## src/rtl/gpioemu_pkg.sv

```systemverilog
// Shared types, CS bit positions, default bus addresses and slice popcount
// for the GPIO-emulator shift/multiply peripheral.
package gpioemu_pkg;

   typedef enum logic [1:0] {
      ST_IDLE,
      ST_SHIFT,
      ST_POPCNT,
      ST_DONE
   } state_t;

   // Control bits (write) and status bits (read) of the CS register
   localparam int unsigned CS_START = 0;
   localparam int unsigned CS_CLR   = 1;
   localparam int unsigned CS_BUSY  = 0;
   localparam int unsigned CS_DONE  = 1;
   localparam int unsigned CS_OVF   = 2;
   localparam int unsigned CS_ERR   = 3;

   localparam logic [15:0] ADDR_A1_DEF = 16'h037F;
   localparam logic [15:0] ADDR_A2_DEF = 16'h0388;
   localparam logic [15:0] ADDR_W_DEF  = 16'h0390;
   localparam logic [15:0] ADDR_L_DEF  = 16'h0398;
   localparam logic [15:0] ADDR_CS_DEF = 16'h03A0;

   localparam int unsigned POP_MAX_W = 32;
   localparam int unsigned POP_CNT_W = 6;

   // Callers zero-extend their POP_BPC-wide slice to POP_MAX_W
   function automatic logic [POP_CNT_W-1:0] popcount_slice(input logic [POP_MAX_W-1:0] s);
      logic [POP_CNT_W-1:0] n;
      n = '0;
      for (int unsigned i = 0; i < POP_MAX_W; i++) begin
         n = n + POP_CNT_W'(s[i]);
      end
      return n;
   endfunction

endpackage

```

## src/rtl/gpioemu_popcnt_seq.sv

```systemverilog
// Iterative popcount: consumes POP_BPC bits per cycle, DATA_W/POP_BPC cycles per word.
module gpioemu_popcnt_seq
   import gpioemu_pkg::*;
#(
   parameter int unsigned DATA_W  = 32,
   parameter int unsigned POP_BPC = 4
) (
   input  logic                          clk,
   input  logic                          n_reset,
   input  logic                          start,
   input  logic [DATA_W-1:0]             data,
   output logic                          busy,
   output logic                          done_c,
   output logic [$clog2(DATA_W+1)-1:0]   count
);

   localparam int unsigned STEPS = DATA_W / POP_BPC;
   localparam int unsigned IDX_W = (STEPS > 1) ? $clog2(STEPS) : 1;
   localparam int unsigned CW    = $clog2(DATA_W + 1);

   logic [DATA_W-1:0] data_q;
   logic [IDX_W-1:0]  idx;

   // High during the cycle in which the final slice is accumulated
   assign done_c = busy && (idx == IDX_W'(STEPS - 1));

   always_ff @(posedge clk or negedge n_reset) begin
      if (!n_reset) begin
         data_q <= '0;
         idx    <= '0;
         count  <= '0;
         busy   <= 1'b0;
      end else if (start) begin
         data_q <= data;
         idx    <= '0;
         count  <= '0;
         busy   <= 1'b1;
      end else if (busy) begin
         count  <= count + CW'(popcount_slice(POP_MAX_W'(data_q[POP_BPC-1:0])));
         data_q <= data_q >> POP_BPC;
         if (done_c) begin
            busy <= 1'b0;
         end else begin
            idx <= idx + IDX_W'(1);
         end
      end
   end

endmodule

```

## src/rtl/gpioemu_shmul.sv

```systemverilog
// GPIO-emulator arithmetic peripheral: W = A1*2^A2 (truncated, exact overflow flag),
// L = popcount(W), completed-operation counter on gpio_out.
module gpioemu_shmul
   import gpioemu_pkg::*;
#(
   parameter int unsigned DATA_W  = 32,
   parameter int unsigned ARG_W   = 24,
   parameter int unsigned CNT_W   = 16,
   parameter int unsigned POP_BPC = 4,
   parameter logic [15:0] ADDR_A1 = ADDR_A1_DEF,
   parameter logic [15:0] ADDR_A2 = ADDR_A2_DEF,
   parameter logic [15:0] ADDR_W  = ADDR_W_DEF,
   parameter logic [15:0] ADDR_L  = ADDR_L_DEF,
   parameter logic [15:0] ADDR_CS = ADDR_CS_DEF
) (
   input  logic              clk,
   input  logic              n_reset,
   input  logic [15:0]       saddress,
   input  logic              srd,
   input  logic              swr,
   input  logic [DATA_W-1:0] sdata_in,
   output logic [DATA_W-1:0] sdata_out,
   input  logic [DATA_W-1:0] gpio_in,
   input  logic              gpio_latch,
   output logic [DATA_W-1:0] gpio_in_s_insp,
   output logic [DATA_W-1:0] gpio_out
);

   localparam int unsigned SH_W  = $clog2(DATA_W);
   localparam int unsigned EXT_W = DATA_W + ARG_W;
   localparam int unsigned PC_W  = $clog2(DATA_W + 1);

   state_t             state;
   logic               srd_q, swr_q, rd_edge, wr_edge, start_req, clr_req;
   logic [ARG_W-1:0]   a1, a2, a1_s, a2_s;
   logic [DATA_W-1:0]  wtmp, w_r, l_r, shift_w, rd_data;
   logic [EXT_W-1:0]   ext;
   logic               shift_ovf, ovf_tmp, ovf, done, busy, err;
   logic [CNT_W-1:0]   cnt;
   logic [3:0]         status;
   logic               pc_start, pc_busy, pc_done_c;
   logic [PC_W-1:0]    pc_count;
   logic               unused_bits;

   assign unused_bits = ^sdata_in;

   assign rd_edge   = srd && !srd_q;
   assign wr_edge   = swr && !swr_q;
   assign start_req = wr_edge && (saddress == ADDR_CS) && sdata_in[CS_START];
   assign clr_req   = wr_edge && (saddress == ADDR_CS) && sdata_in[CS_CLR];
   assign pc_start  = (state == ST_SHIFT);
   assign gpio_out  = DATA_W'(cnt);

   // Bus strobes, operand registers and gpio capture
   always_ff @(posedge clk or negedge n_reset) begin
      if (!n_reset) begin
         srd_q          <= 1'b0;
         swr_q          <= 1'b0;
         a1             <= '0;
         a2             <= '0;
         gpio_in_s_insp <= '0;
         sdata_out      <= '0;
      end else begin
         srd_q <= srd;
         swr_q <= swr;
         if (wr_edge && (saddress == ADDR_A1)) a1 <= sdata_in[ARG_W-1:0];
         if (wr_edge && (saddress == ADDR_A2)) a2 <= sdata_in[ARG_W-1:0];
         if (gpio_latch) gpio_in_s_insp <= gpio_in;
         if (rd_edge) sdata_out <= rd_data;
      end
   end

   always_comb begin
      status          = '0;
      status[CS_BUSY] = busy;
      status[CS_DONE] = done;
      status[CS_OVF]  = ovf;
      status[CS_ERR]  = err;
      case (saddress)
         ADDR_A1: rd_data = DATA_W'(a1);
         ADDR_A2: rd_data = DATA_W'(a2);
         ADDR_W:  rd_data = w_r;
         ADDR_L:  rd_data = l_r;
         ADDR_CS: rd_data = DATA_W'(status);
         default: rd_data = '0;
      endcase
   end

   // Overflow is exact: any set A1 bit landing at or above bit DATA_W
   always_comb begin
      ext = EXT_W'(a1_s) << a2_s[SH_W-1:0];
      if (a2_s >= ARG_W'(DATA_W)) begin
         shift_w   = '0;
         shift_ovf = |a1_s;
      end else begin
         shift_w   = ext[DATA_W-1:0];
         shift_ovf = |ext[EXT_W-1:DATA_W];
      end
   end

   gpioemu_popcnt_seq #(
      .DATA_W  (DATA_W),
      .POP_BPC (POP_BPC)
   ) u_popcnt (
      .clk     (clk),
      .n_reset (n_reset),
      .start   (pc_start),
      .data    (shift_w),
      .busy    (pc_busy),
      .done_c  (pc_done_c),
      .count   (pc_count)
   );

   // Operation FSM; CLR is applied after DONE so it wins, START errors when not idle
   always_ff @(posedge clk or negedge n_reset) begin
      if (!n_reset) begin
         state   <= ST_IDLE;
         a1_s    <= '0;
         a2_s    <= '0;
         wtmp    <= '0;
         ovf_tmp <= 1'b0;
         w_r     <= '0;
         l_r     <= '0;
         ovf     <= 1'b0;
         done    <= 1'b0;
         busy    <= 1'b0;
         err     <= 1'b0;
         cnt     <= '0;
      end else begin
         case (state)
            ST_IDLE: begin
               if (start_req) begin
                  a1_s  <= a1;
                  a2_s  <= a2;
                  busy  <= 1'b1;
                  done  <= 1'b0;
                  state <= ST_SHIFT;
               end
            end
            ST_SHIFT: begin
               wtmp    <= shift_w;
               ovf_tmp <= shift_ovf;
               state   <= ST_POPCNT;
            end
            ST_POPCNT: begin
               if (pc_done_c || !pc_busy) state <= ST_DONE;
            end
            ST_DONE: begin
               w_r   <= wtmp;
               l_r   <= DATA_W'(pc_count);
               ovf   <= ovf_tmp;
               done  <= 1'b1;
               busy  <= 1'b0;
               cnt   <= cnt + CNT_W'(1);
               state <= ST_IDLE;
            end
            default: state <= ST_IDLE;
         endcase
         if (clr_req) begin
            done <= 1'b0;
            ovf  <= 1'b0;
            err  <= 1'b0;
         end
         if (start_req && (state != ST_IDLE)) err <= 1'b1;
      end
   end

endmodule
```

## config.mk

```make
export PLATFORM = sky130hd
export DESIGN_NAME = gpioemu_shmul
export DESIGN_NICKNAME = d
export VERILOG_FILES = /design/src/rtl/gpioemu_pkg.sv /design/src/rtl/gpioemu_popcnt_seq.sv /design/src/rtl/gpioemu_shmul.sv
export SDC_FILE = /design/constraint.sdc
export NUM_CORES = 1
export LEC_CHECK = 0
export CORE_ASPECT_RATIO = 0.5
export CORE_MARGIN = 2
export CORE_UTILIZATION = 40
export CTS_CLUSTER_SIZE = 28
export DETAILED_ROUTE_END_ITERATION = 10
export HOLD_SLACK_MARGIN = 0.12
export SLEW_MARGIN = 0
export SYNTH_ARGS = -nofsm -noshare
export SYNTH_HDL_FRONTEND = slang
export SYNTH_SLANG_ARGS = --single-unit
```

## constraint.sdc

```tcl
create_clock -name clk -period 7.2 [get_ports clk]
set_input_delay 2.16 -clock clk [delete_from_list [all_inputs] [get_ports clk]]
set_output_delay 2.16 -clock clk [all_outputs]
set_load 0.01 [all_outputs]
```

==> results of run 1 <==
==> layer usage <==
metal / track usage, % / vias up
li1: - / 4336
met1: 29.8 / 4950
met2: 30.0 / 306
met3: 4.40 / 45
met4: 4.21 / 2
met5: 0 / -
==> area by class of cell <==
cell class,instances,area (sq um)
multi-input combinational,711,5880
tap,441,552
inverter,38,143
sequential,297,7430
clock inverter,7,124
clock buffer,39,822
timing repair buffer,179,1750
fill,2893,16800
==> through the flow <==
step	cell area (sq um)	total power, W	setup WS [ns]	hold WS (ns)	instances
floorplan	13800	0.00239	2.81	0.444	1132
global placement	15800	0.00266	1.64	0.450	1666
detailed placement	15800	0.00269	1.59	0.456	1666
CTS	16700	0.00424	2.20	0.469	1712
global route	16700	0.00441	1.94	0.493	1712
finish	16700	0.00419	2.16	0.461	1712
==> cells in the mapped netlist, types with 8 or more instances <==
cell      count
nor2_1       48
buf_2         8
nor2b_1       8
nor4_1       14
mux2_2      196
xor2_1        9
buf_4        16
mux4_2       16
o21ai_0      71
nand2_1      81
a31oi_1       8
mux2i_1      33
inv_1        36
buf_1        14
clkbuf_1     46
o22ai_1       9
a222oi_1     24
a21o_1        9
xnor2_1      10
a21oi_1      22
nand3_1      14
nand4_1      15
ha_1         13
dfrtp_1     297
==> registers in the layout (all words and copies together), names as in the netlist, 2 cells and up <==
register / cells
u_popcnt.idx: 3
sdata_out: 32
wtmp: 32
a2: 24
a1: 24
w_r: 32
a2_s: 24
state: 2
u_popcnt.data_q: 32
u_popcnt.count: 6
gpio_in_s_insp: 32
l_r: 6
cnt: 16
a1_s: 24
==> cell families after synthesis <==
kind of cell	count (synthesis)	synth area share, %
AND/OR/NAND/NOR	212	7.33
other	1	0.0272
AO/OA/AOI/OAI	198	9.83
flip-flops	297	54.0
XOR/XNOR	19	1.21
adder cells (fa/ha/maj)	15	1.47
buffers and inverters	124	4.00
multiplexers	251	22.2
==> worst paths after layout <==
check / cells past startpoint / endpoint / start / slack (ns)
min in group asynchronous: 1 / gpio_in_s_insp[17]$_DFFE_PN0P_ / n_reset / 1.58
worst min register to register: 2 / sdata_out[27]$_DFFE_PN0P_ / sdata_out[27]$_DFFE_PN0P_ / 0.46
worst max register to register: 10 / u_popcnt.data_q[20]$_DFFE_PN0P_ / state[1]$_DFFE_PN0P_ / 3.85
max in group asynchronous: 2 / u_popcnt.idx[0]$_DFFE_PN0P_ / n_reset / 4.24
worst max-delay path: 10 / a2[8]$_DFFE_PN0P_ / saddress[11] / 2.16
worst min-delay path: 2 / sdata_out[27]$_DFFE_PN0P_ / sdata_out[27]$_DFFE_PN0P_ / 0.46
==> cells in the final DEF (no fill, tap or decap), drive strengths merged, types with 16 or more instances in the layout <==
cell,Yosys,routed
a21oi,22,22
a222oi,24,24
buf,40,24
clkbuf,46,39
clkdlybuf4s50,0,155
conb,1,16
dfrtp,297,297
inv,36,36
mux2,196,196
mux2i,33,33
mux4,22,22
nand2,81,81
nor2,48,48
o21ai,71,71
==> report_power, final <==
part / internal (W) / switching (W) / total (W)
logic: 0.000336 / 0.000434 / 0.000770
registers: 0.00180 / 0.0000866 / 0.00189
clock network: 0.000898 / 0.000640 / 0.00154
==> worst register-to-register path, delay by kind of cell, from the launching register on <==
| kind | cells | cell delay [ns] |
|---|---|---|
| buf+inv | 5 | 1.58 |
| fa+ha+maj | 1 | 0.16 |
| flops | 1 | 0.42 |
| compound gates | 2 | 0.56 |
| simple gates | 2 | 0.57 |
==> metrics.txt, run 1 <==
status=finished, final reports clean; distinct cell type count of the synthesized netlist=61; cell count after synthesis=1117; gr usage total=about a fifth; via count=between 9000 and 10000; total grt overflow=0; cell family with most CP delay=simple AND/OR/NAND/NOR gates; CTS tree=done; Initial Utilization=around two fifths; core box area=33500 sq um; Slew @ Worst Pin=0.995 ns; DRT iter0 DRCs=about 860; Pre-Repair DR Iteration Count=5; slowest cell delay on critical path=about 0.61 ns; CTS Hold Bufs=0; Mapped Area=between 10000 and 15000 sq um; DRT antenna net count=0; layout cells sized above 1=23.0%; Data required, critical path=roughly 7.7 ns; Worst Path Class, Setup=in2reg; top sig layer=met5; fin crit share=70.0%; first-pass GRT wire length=around 57000 um; root buffer selected by CTS=clkbuf_16; setup TNS=0 ns; LEAKAGE=around 7.6 nW; Fin. Hold Viols=0; Clock Pin Slew Worst Setup and Hold Paths=~0.060 ns; Worst setup EP type=flop; GPL Wtd Cong=0.898; cell taking the most area after synthesis=dfrtp_1; htree depth=1; number of inserted diodes=0; RSZ-0062 raised after global routing=no; synth top area cells=dfrtp_1 54%, mux2_2 16%, mux4_2 2.6%; die span in x=about 270 um; met1 WL=about 17000 um; fin crit period=between 5 and 6 ns; post-cts gate resize count=0; synthesized flop and latch total=~300; Layout Utilization=about half; met2 wire length=approximately 15000 um; post-synthesis sequential area ratio=between 50% and 60%; Avg Vias per Cell=about 5.6; largest net degree at the start of global routing=168; final wirelength=between 30000 and 40000 um; DR WL met3=around 2500 um; Layout area overhead=21.2%; # DRC=0; Setup Viol. Count Final=0; CP Max Fanout=19; CP max stage cell=and2_1; Avg Inst Size Synth=~12 sq um; Top FF cell, synth=dfrtp_1; Slew Limit Headroom=33.7%; VDD IR max=between 0.15 and 0.2 mV; Die ar.=around 36000 sq um; Detailed Place HPWL=24100 um; Min-Delay Path Class=reg2reg; total CTS buffers=28; Syn. warnings=0; setup bufs post-CTS=0; port bufs=between 150 and 200; Worst-Skew Late Latency=about 0.57 ns; Max Freq=a little under 0.2 GHz; Data arrival, critical path=about 5.5 ns; crit path cell chain=clkdlybuf4s50_1 -> nor4_1 -> nand2_1 -> nor4b_2 -> buf_4 -> nor2b_1 -> buf_4 -> and2_1 -> buf_4 -> mux2_2; Routed WL per cell=between 20 and 25 um; Post-synth EDFFs=0; Critical Path Most Common Cell=buf_4; Final Slew Violations=0; initial antenna violation count=2; CP bufs+invs=4; Startpoint Class=primary input; vias in the first global route=between 9000 and 10000; Yosys top cell area share=54.0%; PD cells=around 250 nW/um^2; Die H=between 100 and 150 um; Synth async-reset ratio=100%; CTS sink count=~300; max_cap viols=0; Clock Skews=0.0269 ns; Layout Nets=roughly 1400; io pins=between 150 and 200; CTS Buffer Depth=3; num rows=47
Note: power is estimated with default switching activity, not from simulation.
==> run 2, diff against run 1 <==
clock period = 4.3 ns   (was 7.2 ns; I/O delays follow)
==> run 2 against run 1 <==
  * Count of clock-buffer cells in the layout shrank 1
  * Clock skew shrank 0.0070 ns
  * Sequential power grew 67%
  * Wire length grew 1.3%
  * Total power grew 73%
  * Non-clock buffer count grew 7
  * Critical path depth shrank 3
  * First-iteration DRC count shrank 2.1%
  * Via count grew 1.1%
  * Register-to-register slack lost 2.8 ns
  * Critical path type unchanged
  * Sequential share of layout area shrank 0.53 points
  * Highest routed layer is now met4
  * Clock power grew 81%
==> metrics.txt, run 2 (synthesized netlist as in run 1, its figures left out) <==
RSZ-0062 raised after global routing=no; root buffer selected by CTS=clkbuf_16; start point of the worst min-delay path=sdata_out[25]$_DFFE_PN0P_; Max Freq=0.298 GHz; setup TNS=0 ns (unchanged); DRT antenna net count=0 (unchanged); met1 usage=30.0% (+0.17 points); CP Max Fanout=48 (+29); R2R depth=7 (-3); setup bufs post-CTS=0 (unchanged); most common cell after layout, fill and taps aside=dfrtp_1; CTS tree=done; largest net degree at the start of global routing=76 (-55%); Hold EP=sdata_out[25]$_DFFE_PN0P_; Routed WL per cell=20.8 um (+0.54%); total grt overflow=0 (unchanged); Fin. Hold Viols=0 (unchanged); htree depth=1 (unchanged); Final Power=0.00724 W (+73%); slowest cell delay on critical path=0.46 ns (-0.15 ns); Reg2Reg Launch Point=a2_s[1]$_DFFE_PN0P_; fin crit share=around four fifths; met2 GRT Util=30.6% (+0.55 points); Die H=135 um (unchanged); Die ar.=36000 sq um (unchanged); Final Worst Setup Slack=0.944 ns (-1.21 ns); Clock Pin Slew Worst Setup and Hold Paths=0.07 ns (about the same); CP max stage cell=clkdlybuf4s50_1; num rows=47 (unchanged); Slew @ Worst Pin=0.932 ns (-0.0632 ns); via count=9742 (+1.1%); status=finished, final reports clean; core box area=33500 sq um (unchanged); most frequent cells in the layout=296 x dfrtp_1, 196 x mux2_2, 155 x clkdlybuf4s50_1; Clock Skews=0.0198 ns (-0.00705 ns); final wirelength=35900 um (+1.3%); Layout Nets=1362 (+0.52%); Worst setup EP type=flop; VDD IR max=0.269 mV (+46%); cell family with most CP delay=simple AND/OR/NAND/NOR gates; dpl ws=0.420 ns (-1.17 ns); Setup Viol. Count Final=0 (unchanged); initial antenna violation count=0 (-2); GPL Wtd Cong=0.937 (+4.3%); Pre-Repair DR Iteration Count=5 (unchanged); Detailed Place HPWL=25000 um (+4.0%); Data required, critical path=4.74 ns (-2.91 ns); Worst-Skew Late Latency=0.56 ns (about the same); crit path cell chain=clkdlybuf4s50_1 -> nor4bb_1 -> nand3_1 -> nor4_2 -> nand4_1 -> buf_4 -> mux2_2; setup slack, reg-to-reg=1.09 ns (-2.76 ns); Min-Delay Path Class=reg2reg; vias in the first global route=9851 (+1.7%); hold path cells=2 (unchanged); gr busiest metal=met2; gr usage total=20.2% (+0.12 points); die span in x=266 um (unchanged); Worst Path Class, Setup=in2reg; met3 usage=4.36% (-0.036 points); R2R Path End=ovf_tmp$_DFFE_PN0P_; total CTS buffers=28 (unchanged); Final Slew Violations=0 (unchanged); fin crit period=3.36 ns; CTS sink count=297 (unchanged); DRT iter0 DRCs=840 (-2.1%); first-pass GRT wire length=56900 um (+0.68%); Startpoint Class=primary input; post-cts gate resize count=0 (unchanged); Avg Vias per Cell=5.65 (+0.31%); CTS Hold Bufs=0 (unchanged); port bufs=156 (unchanged); Data arrival, critical path=3.79 ns (-1.70 ns); LEAKAGE=7.71 nW (+1.3%); Slew Limit Headroom=37.9% (+4.2 points); layout cells sized above 1=23.9% (+0.94 points); CTS Buffer Depth=3 (unchanged); PD cells=428 nW/um^2 (+70%); # DRC=0 (unchanged); CP bufs+invs=2 (-2); Layout area overhead=22.7%; Initial Utilization=41.2% (unchanged); io pins=181 (unchanged); number of inserted diodes=0 (unchanged); max_cap viols=0 (unchanged); Min Hold Slack=0.464 ns (+0.00222 ns)
## run 2: changes by cell type in the layout (fill, tap and decap cells not counted), sizes merged
cell	before	now
buf	24	31
clkinv	5	8
clkinvlp	1	2
bufinv	3	5
clkbuf	39	38
inv	36	37
## run 2: area by class of cell
type | instances | area, sq um
fillers | 2897 | 16600
flip-flops and latches | 297 | 7430
multi-input cells | 711 | 5890
repair buffers | 186 | 1840
clock buffers | 38 | 828
well taps | 441 | 552
clock inverters | 14 | 219
inverters | 38 | 143
## run 2: metrics by stage
step | instances | util (%) | cell area [sq um]
final | 1725 | 50.5 | 16900
after detailed placement | 1673 | 47.4 | 15900
after floorplan | 1132 | - | 13800
after CTS | 1725 | 50.5 | 16900
after global placement | 1673 | 47.4 | 15900
after global routing | 1725 | 50.5 | 16900
## run 2: per-layer routing
metal | up-vias | routed length, um
li1 | 4352 | -
met3 | 46 | 2630
met4 | 0 | 536
met2 | 311 | 15800
met5 | - | 0
met1 | 5033 | 16900
## run 2: worst max path at each step
stage               slack, ns  cells after the start         start                    to
floorplan                0.78                      9  saddress[11]    a2[10]$_DFFE_PN0P_
detailed placement       0.42                      7   saddress[8]  a1_s[12]$_DFFE_PN0P_
CTS                       1.0                      7   saddress[8]  a1_s[17]$_DFFE_PN0P_
finish                   0.94                      7   saddress[8]  a1_s[22]$_DFFE_PN0P_
global route             0.88                      7   saddress[8]  a1_s[22]$_DFFE_PN0P_
global placement         0.50                      7   saddress[8]  a1_s[16]$_DFFE_PN0P_
## run 2: worst register-to-register path, cell delays in order, from the launching register on
cell and delay, ns:
dfrtp_1 0.33, buf_4 0.36, clkinv_1 0.65, mux2_2 0.53, or4_1 0.52, a221o_1 0.32
o31ai_2 0.21, o221ai_1 0.16
## run 2: report_power, final
group | total, W | internal [W] | switching [W]
Combinational | 0.00130 | 0.000571 | 0.000733
Sequential | 0.00315 | 0.00301 | 0.000143
Clock | 0.00278 | 0.00166 | 0.00112
